[config.mk]
export PLATFORM = sky130hd
export DESIGN_NAME = module_fetch_unit
export DESIGN_NICKNAME = d
export VERILOG_FILES = /design/src/rtl/module_fetch_unit.sv
export SDC_FILE = /design/constraint.sdc
export NUM_CORES = 1
export LEC_CHECK = 0
export ABC_AREA = 1
export BUFFER_PORTS_ARGS = -buffer_cell sky130_fd_sc_hd__buf_2
export CAP_MARGIN = 20
export CORE_MARGIN = 2
export CORE_UTILIZATION = 49
export DETAILED_ROUTE_END_ITERATION = 7
export PLACE_DENSITY_LB_ADDON = 0.2
export SLEW_MARGIN = 10
export SYNTH_ARGS = -nofsm -noshare
export SYNTH_HDL_FRONTEND = slang
export SYNTH_SLANG_ARGS = --single-unit
[constraint.sdc]
create_clock -name clk -period 2.1 [get_ports clk]
set_clock_uncertainty 0.2 [all_clocks]
set_input_delay 0.42 -clock clk [delete_from_list [all_inputs] [get_ports clk]]
set_output_delay 0.42 -clock clk [all_outputs]
set_load 0.005 [all_outputs]
[src/rtl/module_fetch_unit.sv]
// rtl/module_fetch_unit.sv - instruction fetch stage: PC, memory address/write port, decode-facing outputs
// Drives a one-cycle registered instruction memory; program-load mode shares the same port.
module module_fetch_unit #(
  parameter int ADDRESS_BITS = 32,
  parameter int WORD_SIZE    = 32,
  parameter int MEMORY       = 1024,
  parameter int RESET_PC     = 0
) (
  input  logic                    clk,
  input  logic                    reset,
  input  logic                    stall,
  input  logic                    branch_taken,
  input  logic [ADDRESS_BITS-1:0] branch_target,
  input  logic                    load_en,
  input  logic [ADDRESS_BITS-1:0] load_addr,
  input  logic [WORD_SIZE-1:0]    load_data,
  output logic [ADDRESS_BITS-1:0] imem_addr,
  output logic                    imem_wr_en,
  output logic [WORD_SIZE-1:0]    imem_code,
  input  logic [WORD_SIZE-1:0]    imem_instruction,
  output logic [ADDRESS_BITS-1:0] if_pc,
  output logic [WORD_SIZE-1:0]    if_instruction,
  output logic                    if_valid
);

  localparam logic [ADDRESS_BITS-1:0] PC_RST   = ADDRESS_BITS'(RESET_PC);
  localparam logic [ADDRESS_BITS-1:0] PC_LAST  = ADDRESS_BITS'(MEMORY - 1);
  localparam logic [ADDRESS_BITS-1:0] MEM_SIZE = ADDRESS_BITS'(MEMORY);

  typedef enum logic {S_FETCH, S_LOAD} state_t;

  state_t                  state_q, state_d;
  logic [ADDRESS_BITS-1:0] pc_q, pc_d;
  logic [ADDRESS_BITS-1:0] if_pc_q, if_pc_d;
  logic                    if_valid_q, if_valid_d;

  function automatic logic [ADDRESS_BITS-1:0] wrap_inc(input logic [ADDRESS_BITS-1:0] a);
    return (a == PC_LAST) ? '0 : a + ADDRESS_BITS'(1);
  endfunction

  always_comb begin
    state_d    = state_q;
    pc_d       = pc_q;
    if_pc_d    = if_pc_q;
    if_valid_d = if_valid_q;
    imem_addr  = pc_q;
    imem_wr_en = 1'b0;
    imem_code  = '0;

    if (reset) begin
      imem_addr  = PC_RST;
      state_d    = S_FETCH;
      pc_d       = PC_RST;
      if_pc_d    = PC_RST;
      if_valid_d = 1'b0;
    end else if (load_en) begin
      imem_wr_en = 1'b1;
      imem_addr  = load_addr;
      imem_code  = load_data;
      state_d    = S_LOAD;
      pc_d       = PC_RST;
      if_valid_d = 1'b0;
    end else if (state_q == S_LOAD) begin
      // Load exit is an unconditional fetch from the reset vector.
      imem_addr  = PC_RST;
      state_d    = S_FETCH;
      if_pc_d    = PC_RST;
      if_valid_d = 1'b1;
      pc_d       = wrap_inc(PC_RST);
    end else if (branch_taken) begin
      imem_addr  = branch_target;
      if_pc_d    = branch_target;
      if_valid_d = 1'b1;
      pc_d       = wrap_inc(branch_target);
    end else if (stall) begin
      // Re-read the held word so the registered memory output stays stable.
      imem_addr  = if_pc_q;
    end else begin
      imem_addr  = pc_q;
      if_pc_d    = pc_q;
      if_valid_d = 1'b1;
      pc_d       = wrap_inc(pc_q);
    end
  end

  always_ff @(posedge clk) begin
    if (reset) begin
      state_q    <= S_FETCH;
      pc_q       <= PC_RST;
      if_pc_q    <= PC_RST;
      if_valid_q <= 1'b0;
    end else begin
      state_q    <= state_d;
      pc_q       <= pc_d;
      if_pc_q    <= if_pc_d;
      if_valid_q <= if_valid_d;
    end
  end

  assign if_pc          = if_pc_q;
  assign if_valid       = if_valid_q;
  assign if_instruction = imem_instruction;

`ifndef SYNTHESIS
  assert property (@(posedge clk)
    (!reset && !load_en && state_q == S_FETCH && branch_taken) |-> (branch_target < MEM_SIZE));
`endif

endmodule
==> metrics.txt, run 1 <==
status finished, final reports clean; dominant synthesized flop cell dfxtp_1; Worst R2R Start pc_q[0]; Pins Over Slew Limit 0; Bufs on Longest Clock Path 2; Mapped Cells ~1100; CP Capture Type output pin; power per cell area ~480 nW/um^2; critical path class in -> out; FF-to-FF setup slack between 150 and 200 ps; Initial Util 0.504; Final setup violation count 0; initial antenna violation count 0; drt pass-1 iters 5; Worst-path clk slew approximately 60 ps; Critical Path RT about 1500 ps; synthesis-stage register bit count 66; detailed-route wire length per cell 15.4 um; pre-CTS setup slack -87.8 ps; hold_sp branch_target[5]; DRC Markers 0; Post-synth EDFFs 0; Boundary Pins 263; pin count of the biggest net entering global routing 66; Area Growth Syn to Fin 24.1%; Distinct cells, synth 29; RSZ-0062 raised after global routing true; Post-Syn Nets between 1000 and 1500; RR Endpoint pc_q[0]; Worst Path Arrival ~1500 ps; count of max-cap constraint violations 0; worst-path fanout max 26; htree depth 3; Worst Hold Class in -> reg; DR iter-0 viols around 650; Final period util 0.995; Core ar. 12100 um^2; Overflow after GRT 0; post-synth top area cell nand2_1; Slew @ Worst Pin approximately 380 ps; layout cell share with drive strength beyond 1 0.233; Tmin final roughly 2100 ps; global-route wire length before repair about 35000 um; die footprint 13300 um^2; ANT nets after route 0; CTS Root Cell clkbuf_16; total track usage 0.344; fill cell count approximately 1300; fmax approximately 480 MHz; Die Ht 115 um; Yosys top cell area share 0.275; ranking of synthesized cells by area nand2_1, dfxtp_1, nor2_1, nand3_1, inv_1; syn_area_per_cell between 5 and 6 um^2; Post-Route WL around 23000 um; most instantiated cells after synthesis nand2_1, nor2_1, inv_1, nand3_1, dfxtp_1; Worst Setup EP imem_addr[0]; count leader, synth nand2_1; Syn Std Cell Area between 6000 and 7000 um^2; reg2reg path depth 10; Final WS setup slightly above 10 ps; Worst Setup SP load_en; DP Wirelength approximately 18000 um; vias in the first global route 6781; maximum VDD drop between 0.0003 and 0.0004 V; CTS tree built; Slew HR 0.748; Via Count ~7700; Final GP Congestion ~1.1; Final Hold Fails 0; synth warn 0; Site Rows 40; final hold slack 210 ps; crit path launch type input pin; Die Wd 115 um; asr flop ratio synth 0; I/O Buffers roughly 200; worst skew pair latency around 350 ps; register area share after synthesis 0.217; Clock Sinks 66; TritonCTS buffer count 9; Pleak about 0.0041 uW; # diodes 0; post-DR vias/cell 5.17; nets ~1400; hold_buf cts 0
-- report_power, final --
part	internal [uW]	total (uW)	switching, uW
Sequential	1310	1370	54.4
Combinational	346	856	510
Clock	814	1410	595
-- cells in the final DEF, fill, tap and decap left out, types with 20 or more instances in the layout --
cell	synthesis	layout
nand3_1	97	97
o21ai_1	24	25
a21oi_1	55	53
nand2_1	445	445
nor2_1	136	134
buf_4	33	44
inv_1	105	105
buf_2	16	198
o21ai_0	36	35
dfxtp_1	66	65
o211ai_1	20	20
-- state kept, by name, summed over array words and instances (netlist names) --
signal and flops:
if_pc 32, pc_q 32, if_valid 1, state_q 1
-- per-layer routing --
layer,GRT usage,wire (um),up-vias
met3,0.0669,1840,60
met1,0.440,9580,3355
li1,-,-,3871
met5,0,0,-
met2,0.558,10500,365
met4,0.159,793,0
-- worst max-delay path, cell delays in order --
cell and delay [ps]:
buf_2 100, or2_4 260, nor2_4 140, inv_6 110, a21oi_1 140, o21ai_1 100, nand2_1 70, buf_2 100
-- metrics by stage --
stage | cells | util | area (um^2) | TNS (ps) | power [uW]
after global routing | 1479 | 0.625 | 7540 | -2040 | 3790
after floorplan | 1129 | - | 6080 | 0 | 1880
after detailed placement | 1465 | 0.602 | 7260 | -1160 | 2230
final | 1479 | 0.625 | 7540 | 0 | 3630
after global placement | 1465 | 0.602 | 7260 | -229 | 2230
after CTS | 1479 | 0.624 | 7530 | -17.3 | 3640
-- cell families after synthesis --
group,after synthesis,share of synthesized area
and+or+nand+nor,719,0.492
buffers and inverters,188,0.140
AOI/OAI and AO/OA,138,0.124
DFF,66,0.217
xor gates and xnor gates,16,0.0231
adders and majority gates,2,0.00412
-- area by class of cell --
cell class | instances | area, um^2 | area share
Tap cell | 168 | 210 | 0.0279
Sequential cell | 66 | 1320 | 0.175
Clock inverter | 3 | 17.5 | 0.00232
Timing Repair Buffer | 247 | 1410 | 0.187
Multi-Input combinational cell | 875 | 3920 | 0.520
Inverter | 109 | 414 | 0.0549
Clock buffer | 11 | 243 | 0.0322
-- how the worst min path moves through the flow --
stage	end	slack, ps	cells after the start
2_1_floorplan	if_pc[0]	260	2
3_3_place_gp	if_pc[1]	250	2
3_5_place_dp	if_pc[5]	260	2
4_1_cts	if_pc[6]	200	3
5_1_grt	if_pc[4]	230	3
6_report	if_pc[5]	210	3
-- repair_timing --
action | in CTS | in global routing
endpoints found under the setup margin | 24 | 34
resized for setup | 3 | 5
setup buffers | 0 | 0
Power figures use the tool's default switching activity.
==> inputs of run 2 (changes only) <==
--- a/config.mk
+++ b/config.mk
@@ -5,11 +5,10 @@
 export SDC_FILE = /design/constraint.sdc
 export NUM_CORES = 1
 export LEC_CHECK = 0
-export ABC_AREA = 1
 export BUFFER_PORTS_ARGS = -buffer_cell sky130_fd_sc_hd__buf_2
 export CAP_MARGIN = 20
 export CORE_MARGIN = 2
-export CORE_UTILIZATION = 49
+export CORE_UTILIZATION = 47
 export DETAILED_ROUTE_END_ITERATION = 7
 export PLACE_DENSITY_LB_ADDON = 0.2
 export SLEW_MARGIN = 10
==> metrics.txt, run 2 <==
status finished with violations; failing checks negative setup slack; Post-Syn Nets 877 (-31%); Die Wd 110 um (-4.8%); CTS tree built; reg2reg path depth 5 (-5); I/O Buffers 198 (unchanged); post-DR vias/cell 5.90 (+14%); Post-Layout Cell Count 1184 (-20%); synth warn 0 (unchanged); Synth Area in Compound Gates 0.183 (+0.0599); vias in the first global route 6282 (-7.4%); synthesis-stage register bit count 66 (unchanged); Distinct cells, synth 70 (+140%); Post-synth EDFFs 0 (unchanged); DRC Markers 0 (unchanged); DP Wirelength 18700 um (+2.6%); Worst Path Arrival 1540 ps (+70 ps); Cells after DPL 1148 (-22%); maximum VDD drop 0.000364 V (+0.36%); highest metal used met4; TritonCTS buffer count 9 (unchanged); power per cell area 454 nW/um^2 (-5.8%); multiplexer share of the synthesized area 0.0533 (+0.0533); pre-CTS setup slack -350 ps (-262 ps); Core ar. 10900 um^2 (-9.7%); Die Ht 110 um (-4.8%); total track usage 0.384 (+0.0398); Clock Sinks 66 (unchanged); worst skew pair latency 370 ps (+20 ps); hold_buf cts 0 (unchanged); Final period util 1.03 (+0.0326); most frequent cells in the layout buf_2, nand2_1, buf_4; dominant synthesized flop cell dfxtp_1; fill cell count 886 (-29%); RSZ-0062 raised after global routing true; Slew @ Worst Pin 473 ps (+96.7 ps); final core utilization 0.727 (+0.102); detailed-route wire length per cell 20.6 um (+34%); Final setup violation count 24 (+24); post-synth top area cell dfxtp_1; WL met2 10900 um (+4.0%); nets 1173 (-19%); Overflow after GRT 0 (unchanged); Syn Std Cell Area 5260 um^2 (-13%); Initial Util 0.483 (-0.0209); Final GP Congestion 1.02 (-3.2%); Metal-1 WL 10200 um (+6.8%); register area share after synthesis 0.251 (+0.0338); overall power 3590 uW (-1.1%); Yosys top cell area share 0.251 (-0.0236); critical path class reg -> out; worst-path fanout max 12 (-54%); multi-input combinational cell area 3630 um^2 (-7.4%); FF/Latch Area 1350 um^2 (+1.8%); Pins Over Slew Limit 0 (unchanged); syn_area_per_cell 7.09 um^2 (+32%); Setup TNS Final -718 ps (-718 ps); DR iter-0 viols 758 (+17%); most instantiated cells after synthesis nand2_1, dfxtp_1, o211ai_1, clkbuf_1, and2_1; Bufs on Longest Clock Path 2 (unchanged); count of max-cap constraint violations 0 (unchanged); Area Growth Syn to Fin 50.6%; Min-Delay Path Depth 3 (unchanged); pin count of the biggest net entering global routing 45 (-32%); ranking of synthesized cells by area dfxtp_1, nand2_1, o211ai_1, mux2i_1, buf_4; Mapped Cells 742 (-34%); global-route wire length before repair 34500 um (-2.3%); Worst Hold Class in -> reg; asr flop ratio synth 0 (unchanged); Critical Path RT 1480 ps (about the same); Synth Area in Simple Gates 0.361 (-0.131); fmax 463 MHz (-3.2%); Final Hold Fails 0 (unchanged); crit path launch type register; CTS Root Cell clkbuf_8; Post-Route WL 24300 um (+7.1%); Site Rows 38 (-5.0%); largest family of logic cells by synthesized area simple AND/OR/NAND/NOR gates; die footprint 12000 um^2 (-9.5%); initial antenna violation count 0 (unchanged); Tmin final 2160 ps (+68.5 ps); FF-to-FF setup slack -30 ps (-220 ps); count leader, synth nand2_1; Synth Area in Adders 0.00476 (+0.000641); Pleak 0.00386 uW (-5.8%); Boundary Pins 263 (unchanged); Via Count 6980 (-8.8%); met3 wire length 2470 um (+34%); ANT nets after route 0 (unchanged); layout cell share with drive strength beyond 1 0.424 (+0.191); most common cell after layout, fill and taps aside buf_2; htree depth 3 (unchanged); Worst-path clk slew 70 ps (about the same); CP Capture Type output pin; drt pass-1 iters 5 (unchanged); Slew HR 0.682 (-0.0665); XOR/XNOR Fraction of Synth Area 0.0500 (+0.0269); Final WS setup -58.4 ps (-68.5 ps)
run 2: cell types whose count changed in the layout (fill, tap and decap cells not counted), moves of 39 or more:
cell | before | now
nor2_1 | 134 | 22
nand2_1 | 445 | 195
nand3_1 | 97 | 26
buf_4 | 44 | 154
inv_1 | 105 | 10
a21oi_1 | 53 | 14
run 2: power breakdown:
group | switching (uW) | internal (uW) | total [uW]
registers | 52.7 | 1310 | 1360
clock network | 550 | 698 | 1250
logic | 510 | 475 | 985
total | 1110 | 2480 | 3590
run 2: per-stage QoR:
step                hold WS, ps  cell area (um^2)
floorplan                   251              5290
global placement            245              7260
detailed placement          253              7260
CTS                         177              7620
global route                201              7920
finish                      192              7920
run 2: path summary, 6_finish.rpt:
kind | start | to
setup / recovery | state_q | imem_addr[8]
hold / removal | branch_target[7] | if_pc[7]
setup reg to reg | pc_q[28] | pc_q[19]
hold reg to reg | if_pc[1] | if_pc[1]
run 2: critical path: stages (launching register included):
cell and delay, ps:
dfxtp_2 360, nor3_4 140, buf_4 170, buf_12 150
o211ai_1 160, nand2_1 90, buf_2 110
run 2: per-layer routing:
metal  up-vias  GRT usage
met5         -          0
li1       3220          -
met4         0      0.149
met1      3264      0.526
met3        57     0.0854
met2       439      0.584
run 2: logic make-up after synthesis:
group | count (synthesis)
buf+inv | 96
fa+ha+maj | 2
compound gates | 134
simple gates | 386
xor+xnor | 30
flops | 66
mux | 28
run 2: final cells by class:
cell class / instances / area share
Antenna cell: 1 / 0.000316
Clock buffer: 11 / 0.0179
Clock inverter: 5 / 0.00979
Inverter: 11 / 0.00537
Multi-Input combinational cell: 580 / 0.459
Sequential cell: 66 / 0.170
Tap cell: 140 / 0.0221
Timing Repair Buffer: 370 / 0.316
run 2: repair_timing:
action | CTS | global route
setup endpoints to repair | 42 | 63
setup buffers | 8 | 9
pin swaps | 17 | 21
endpoints found under the hold margin | 0 | 0
gates resized for setup | 24 | 38
gates cloned | 0 | 3
==> inputs of run 3 (changes only) <==
--- a/config.mk
+++ b/config.mk
@@ -9,8 +9,11 @@
 export CAP_MARGIN = 20
 export CORE_MARGIN = 2
 export CORE_UTILIZATION = 47
+export CTS_BUF_LIST = sky130_fd_sc_hd__clkbuf_8 sky130_fd_sc_hd__clkbuf_16
 export DETAILED_ROUTE_END_ITERATION = 7
+export MAX_ROUTING_LAYER = met4
 export PLACE_DENSITY_LB_ADDON = 0.2
+export SKIP_LAST_GASP = 1
 export SLEW_MARGIN = 10
 export SYNTH_ARGS = -nofsm -noshare
 export SYNTH_HDL_FRONTEND = slang
==> metrics.txt, run 3 (synthesis gave the netlist of run 2 again) <==
Final period util 1.03 (+0.00651); post-DR vias/cell 5.97 (+1.3%); Via Count 7112 (+1.9%); DR iter-0 viols 870 (+15%); Final WS setup -72.0 ps (-13.7 ps); power per cell area 429 nW/um^2 (-5.4%); Worst Setup EP imem_addr[31]; Final Hold Fails 0 (unchanged); Post-Route WL 24700 um (+1.4%); Critical Path RT 1480 ps (about the same); most common cell after layout, fill and taps aside buf_2; failing checks negative setup slack; total track usage 0.404 (+0.0203); CTS tree built; RSZ-0062 raised after global routing true; Overflow after GRT 0 (unchanged); critical path class reg -> out; Die Ht 110 um (unchanged); global-route wire length before repair 35400 um (+2.6%); fill cell count 875 (-1.2%); overall power 3430 uW (-4.5%); Pins Over Slew Limit 0 (unchanged); most frequent cells in the layout buf_2, nand2_1, buf_4; RR Endpoint pc_q[19]; Worst Path Arrival 1550 ps (about the same); CTS Root Cell clkbuf_8; count of max-cap constraint violations 0 (unchanged); Boundary Pins 263 (unchanged); CP max stage cell dfxtp_2; Area Growth Syn to Fin 52.0%; Slew HR 0.684 (+0.00184); Final GP Congestion 0.996 (-2.3%); Slew @ Worst Pin 470 ps (-2.73 ps); I/O Buffers 198 (unchanged); initial antenna violation count 1 (+1); hold_buf cts 0 (unchanged); DP Wirelength 18400 um (-1.3%); Worst Path Buf+Inv 3 (unchanged); detailed-route wire length per cell 20.7 um (+0.83%); Worst Setup SP state_q; reg2reg path depth 5 (unchanged); final core utilization 0.734 (+0.00655); pin count of the biggest net entering global routing 49 (+8.9%); worst-path fanout max 7 (-5); CP Capture Type output pin; Worst-path clk slew 80 ps (about the same); Pleak 0.00394 uW (+2.0%); crit-path cells nor3_4 -> buf_6 -> buf_8 -> o211ai_1 -> nand2_1 -> buf_2; FF-to-FF setup slack -50 ps (-20 ps); crit path launch type register; delay-heaviest family, CP buffers and inverters; Clock Sinks 66 (unchanged); drt pass-1 iters 6 (+1); htree depth 3 (unchanged); TritonCTS buffer count 9 (unchanged); status finished with violations; Crit path depth 6 (unchanged); ANT nets after route 0 (unchanged); Bufs on Longest Clock Path 2 (unchanged); maximum VDD drop 0.000271 V (-25%); DRC Markers 0 (unchanged); fmax 460 MHz (-0.63%); pre-CTS setup slack -353 ps (-3.49 ps); layout cell share with drive strength beyond 1 0.427 (+0.00289); Initial Util 0.483 (unchanged); Core ar. 10900 um^2 (unchanged); Tmin final 2170 ps (+13.7 ps); worst skew pair latency 370 ps (about the same); slowest stage delay, CP 340 ps (-20 ps); Die Wd 110 um (unchanged); die footprint 12000 um^2 (unchanged); nets 1180 (+0.60%); Worst Hold Class in -> reg; Worst R2R Start pc_q[27]; Site Rows 38 (unchanged); Final setup violation count 23 (-4.2%); vias in the first global route 6309 (+0.43%)
-- run 3: cell types whose count changed in the layout (fill, tap and decap cells not counted), moves of 2 or more --
cell,change
o21ai_2,-2
o21ai_0,+3
buf_4,+6
inv_1,+2
clkbuf_8,+2
bufinv_16,-2
-- run 3: timing repair --
| item | 4_1_cts | 5_1_grt |
|---|---|---|
| hold endpoints to repair | 0 | 0 |
| gates resized for setup | 24 | 40 |
| buffers inserted | 6 | 17 |
| pin swaps | 12 | 21 |
| gates cloned | 2 | 3 |
| setup endpoints to repair | 42 | 74 |
-- run 3: report_power, final --
part	total, uW	switching (uW)	internal (uW)	leakage [uW]
logic	1000	516	488	0.00329
registers	1360	52.9	1310	0.000546
clock network	1070	552	515	0.000105
total	3430	1120	2310	0.00394
-- run 3: how the worst min path moves through the flow --
stage	to	startpoint	cells past startpoint
after detailed placement	if_pc[25]	if_pc[25]	2
after global placement	if_pc[1]	if_pc[1]	2
final	if_pc[18]	branch_target[18]	3
after global routing	if_pc[18]	branch_target[18]	3
after CTS	if_pc[18]	branch_target[18]	3
after floorplan	if_pc[0]	if_pc[0]	2
-- run 3: stage by stage --
stage | instances | TNS (ps) | cell area (um^2) | hold WS (ps)
after global placement | 1148 | -3170 | 7250 | 242
final | 1191 | -553 | 7990 | 206
after detailed placement | 1148 | -4010 | 7250 | 248
after global routing | 1191 | -2220 | 7990 | 220
after CTS | 1172 | -106 | 7620 | 195
after floorplan | 742 | 0 | 5290 | 251
-- run 3: tightest hold or removal path, cell delays in order --
cell	delay, ps
buf_2	140
o211ai_1	110
nand2_1	60
-- run 3: area by class of cell --
type	instances	area [um^2]	share of cell area
antenna	1	2.50	0.000313
timing repair buffer	377	2580	0.323
inverter	11	42.5	0.00532
clock buffer	12	165	0.0207
tap	140	175	0.0219
clock inverter	4	17.5	0.00219
multi-input combinational	580	3660	0.458
sequential	66	1350	0.168
-- run 3: routing by layer --
metal | part of all wire | track usage | up-vias
met5 | 0 | - | -
met3 | 0.11 | 0.0848 | 52
met1 | 0.42 | 0.553 | 3365
met2 | 0.45 | 0.598 | 446
met4 | 0.021 | 0.118 | 0
li1 | - | - | 3249
